File: config.mk
export PLATFORM = sky130hd
export DESIGN_NAME = thermo_position_decoder
export DESIGN_NICKNAME = d
export VERILOG_FILES = /design/src/rtl/thermo_position_decoder.sv
export SDC_FILE = /design/constraint.sdc
export NUM_CORES = 1
export LEC_CHECK = 0
export BUFFER_PORTS_ARGS = -buffer_cell sky130_fd_sc_hd__buf_2
export CAP_MARGIN = 20
export CORE_MARGIN = 3
export CORE_UTILIZATION = 30
export DETAILED_ROUTE_END_ITERATION = 10
export MAX_ROUTING_LAYER = met4
export PLACE_DENSITY = 0.43
export SYNTH_ARGS = -nofsm -noshare
export SYNTH_HDL_FRONTEND = slang
export SYNTH_SLANG_ARGS = --single-unit
File: constraint.sdc
create_clock -name clk -period 2.8 [get_ports clk]
set_clock_uncertainty 0.2 [all_clocks]
set_input_delay 0.42 -clock clk [delete_from_list [all_inputs] [get_ports clk]]
set_output_delay 0.42 -clock clk [all_outputs]
set_load 0.1 [all_outputs]
File: src/rtl/thermo_position_decoder.sv
// Thermometer-coded bar reader: synchronise, debounce, validate and hand out position 0..N.
// Optional TOLERANT_DECODE_EN: malformed codes still emit highest-set-bit+1 alongside code_err.
module thermo_position_decoder #(
    parameter int N               = 8,
    parameter int DEBOUNCE_CYCLES = 4,
    localparam int POS_W          = $clog2(N + 1)
) (
    input  logic             clk,
    input  logic             rst,
    input  logic [N-1:0]     sw_in,
    output logic [POS_W-1:0] pos,
    output logic             pos_valid,
    input  logic             pos_ready,
    output logic             code_err
);

    typedef enum logic [1:0] {
        IDLE,
        SETTLE,
        EMIT
    } state_t;

    localparam logic [15:0] CNT_LAST = 16'(DEBOUNCE_CYCLES - 1);

    state_t           state, state_next;
    logic [N-1:0]     sync1, sw_s;
    logic [N-1:0]     last_stable, last_stable_next;
    logic [N-1:0]     cand, cand_next;
    logic [15:0]      cnt, cnt_next;
    logic [POS_W-1:0] pos_next;
    logic             code_err_next;

    function automatic logic is_thermo(input logic [N-1:0] c);
        logic seen_zero;
        is_thermo = 1'b1;
        seen_zero = 1'b0;
        for (int i = 0; i < N; i++) begin
            if (!c[i]) seen_zero = 1'b1;
            else if (seen_zero) is_thermo = 1'b0;
        end
    endfunction

    // For a valid code this is also the number of lit segments.
    function automatic logic [POS_W-1:0] msb_pos(input logic [N-1:0] c);
        msb_pos = '0;
        for (int i = 0; i < N; i++) begin
            if (c[i]) msb_pos = POS_W'(i + 1);
        end
    endfunction

    always_ff @(posedge clk) begin
        if (rst) begin
            sync1       <= '0;
            sw_s        <= '0;
            state       <= IDLE;
            last_stable <= '0;
            cand        <= '0;
            cnt         <= '0;
            pos         <= '0;
            code_err    <= 1'b0;
        end else begin
            sync1       <= sw_in;
            sw_s        <= sync1;
            state       <= state_next;
            last_stable <= last_stable_next;
            cand        <= cand_next;
            cnt         <= cnt_next;
            pos         <= pos_next;
            code_err    <= code_err_next;
        end
    end

    always_comb begin
        state_next       = state;
        last_stable_next = last_stable;
        cand_next        = cand;
        cnt_next         = cnt;
        pos_next         = pos;
        code_err_next    = 1'b0;

        case (state)
            IDLE: begin
                if (sw_s != last_stable) begin
                    state_next = SETTLE;
                    cand_next  = sw_s;
                    cnt_next   = '0;
                end
            end
            SETTLE: begin
                if (sw_s != cand) begin
                    cand_next = sw_s;
                    cnt_next  = '0;
                end else if (cnt == CNT_LAST) begin
                    last_stable_next = cand;
                    // A bounce that settled back on the old value is not a change.
                    if (cand == last_stable) begin
                        state_next = IDLE;
                    end else if (is_thermo(cand)) begin
                        state_next = EMIT;
                        pos_next   = msb_pos(cand);
                    end else begin
                        code_err_next = 1'b1;
`ifdef TOLERANT_DECODE_EN
                        state_next    = EMIT;
                        pos_next      = msb_pos(cand);
`else
                        state_next    = IDLE;
`endif
                    end
                end else begin
                    cnt_next = cnt + 16'd1;
                end
            end
            EMIT: begin
                if (pos_ready) state_next = IDLE;
            end
            default: state_next = IDLE;
        endcase
    end

    assign pos_valid = (state == EMIT);

endmodule

==> metrics.txt <==
Post-DP HPWL=4440 µm; flip-flop and latch count after synthesis=55; CTS sink count=55; Hold EP=sync1[6]; PD cells=495 nW/µm²; Lkg Pwr=1.13 nW; share of layout cells above drive strength 1=15.0%; global-route wire length before repair=10400 µm; RSZ-0062 raised after global routing=false; Core Area=8460 µm²; logic gate share of total power=11.7%; initial antenna violation count=0; Bufs and invs on worst path=0; total CTS buffers=5; Worst-Margin Slew=1.06 ns; Clock Tree Root=clkbuf_8; Worst Reg-to-Reg Cells=6; Hold Startpoint=sw_in[6]; fin nets=331; layout overhead on the synthesized area=11.4%; WP depth=6; die area=10100 µm²; R2R setup slack=0.30 ns; CTS resizes=0; total power=0.00148 W; largest net degree at the start of global routing=37; Syn. warnings=0; DR DRC count=0; Iter 0 DRT Violations=135; die height=101 µm; worst-path maximum fanout=6; RR Startpoint=cnt[0]; deepest clock path buffer count=2; Clock transition at path regs=0.11 ns; drt first pass iters=4; Startpoint Class=flop; syn_nets=316; Switching Share=28.2%; CP cell instances=ha_1 -> nor4b_2 -> nand4_2 -> nor4_2 -> or4b_1 -> mux2i_1; commonest non-fill, non-tap cell in the layout=dfxtp_1; fmax=400 MHz; Ports=17; final hold vios=0; CTS tree=built; Slowest Stage Delay on Critical Path=0.62 ns; Slew Viols, Final=0; Mapped Avg Cell Area=8.83 µm²; CP arrival=2.51 ns; CP Class=reg2reg; post-route setup TNS=0 ns; pre-CTS WS=0.309 ns; worst r2r dst=pos[3]; routability cong.=0.819; CP max stage cell=or4b_1; drt wl/cell=14.3 µm; drt total wl=6100 µm; Setup Fix Bufs, Post-CTS=0; endpoints failing setup=0; cell count after synthesis=304; Global Route Usage Sum=13.2%; Port-buffer cells=16; CP endpoint kind=flop; CTS Hold Bufs=0; H-tree levels=2; post-synth cell types=48; top post-synthesis cells by area=dfxtp_1 41%, xnor2_1 7.5%, mux2i_1 7.5%, nand2_1 4.6%, nor2b_1 4.0%; Hold Path Cell Cnt=2; Crit path required time=2.80 ns; Peak supply drop=0.218 mV; P_sw=0.000417 W; Worst Hold Class=in2reg; die width=101 µm; diode count=0; row count=33; Setup WS post-layout=0.297 ns; Tmin final=2.50 ns; fin crit share=89.4%; max_cap viols=0; grt total ovfl=0; Vias=2139; commonest cells after routing, fill and taps aside=55 x dfxtp_1, 33 x nand2_1, 23 x xnor2_1; CP top delay family=simple AND/OR/NAND/NOR gates; Post-Syn Area=2680 µm²; Layout fillers=872; slew margin rel.=29.4%; Clk pwr share=32.9%; Seq pwr share=55.4%; final core occ=35.3%; Yosys top cell by area=dfxtp_1; Post-DRT Antenna Nets=0; Clock Latency Late Sink=0.32 ns; post-synthesis sequential area ratio=41.0%; Initial Util=31.7%; Via density=5.03; Cell Int Power=0.00106 W; run status=finished clean; top cell type's share of synthesized area=41.0%; number of global-route vias before repair=1981
==> flip-flops by register name, indices dropped and copies added, names as in the netlist <==
register     cells
sw_s             8
code_err         1
pos              4
sync1            8
cand             8
last_stable      8
state            2
cnt             16
==> logic make-up (layout without fill, tap and decap cells) <==
logic type               Yosys count  in the layout  share of synthesized area, %
flip-flops                        55             55                          41.0
AO/OA/AOI/OAI                     49             49                          12.0
adder cells (fa/ha/maj)            1              1                         0.466
XOR/XNOR                          25             25                          8.16
multiplexers                      20             20                          7.46
AND/OR/NAND/NOR                  131            131                          27.0
buffers and inverters             23             39                          3.87
==> worst register-to-register path, cell delays in order, from the launching register on <==
cell and delay [ns]:
dfxtp_1 0.41, ha_1 0.24, nor4b_2 0.24, nand4_2 0.20, nor4_2 0.33, or4b_1 0.62, mux2i_1 0.17
==> routing by layer <==
layer	GRT usage [%]	part of all wire, %
met5	-	0
met4	3.52	1.3
met3	2.08	4.7
met2	18.1	40
met1	19.8	54
==> layout make-up <==
| cell class | instances | area [µm²] | area share, % |
|---|---|---|---|
| inverters | 4 | 15.0 | 0.502 |
| clock inverters | 3 | 31.3 | 1.05 |
| multi-input cells | 226 | 1480 | 49.5 |
| repair buffers | 27 | 163 | 5.44 |
| well taps | 105 | 131 | 4.40 |
| flip-flops and latches | 55 | 1100 | 36.8 |
| clock buffers | 5 | 68.8 | 2.30 |
==> cells in the mapped netlist, drive strengths merged <==
cell type and count:
a21boi 1, nor3 10, dfxtp 55, nand2b 4, o31a 1, and3 1, o21ai 8, a32oi 2
nand3b 1, o221a 1, inv 3, mux2i 20, a21oi 14, nor2b 17, or4 1, o21bai 1
or3b 1, buf 8, o22ai 5, a21o 8, a21bo 1, or4b 3, a31o 1, nand4 11
nand3 11, o32ai 1, o211ai 1, clkbuf 11, a41oi 2, or2 3, ha 1, nor2 22
clkinv 1, nor4b 2, o31ai 2, xnor2 23, xor2 2, nor4 7, nand2 33, or3 4
==> per-stage QoR <==
step	cell area, µm²	hold slack (ns)	cells
CTS	2990	0.0895	425
global placement	2890	0.219	417
global route	2990	0.0956	425
finish	2990	0.102	425
floorplan	2680	0.214	304
detailed placement	2890	0.224	417
==> worst max path at each step <==
stage             end    from  slack, ns
3_5_place_dp   pos[0]  cnt[0]       0.31
4_1_cts        pos[3]  cnt[0]       0.30
2_1_floorplan  pos[0]  cnt[0]       0.34
3_3_place_gp   pos[0]  cnt[0]       0.36
5_1_grt        pos[0]  cnt[0]       0.11
6_report       pos[3]  cnt[0]       0.30
==> power groups by stage <==
stage	sequential [W]	combinational, W	clock [W]
2_1_floorplan	0.000826	0.000132	0
3_3_place_gp	0.000838	0.000174	0
3_5_place_dp	0.000838	0.000174	0
4_1_cts	0.000820	0.000175	0.000517
5_1_grt	0.000824	0.000195	0.000541
6_report	0.000820	0.000173	0.000487
(Power assumes the default switching activity.)
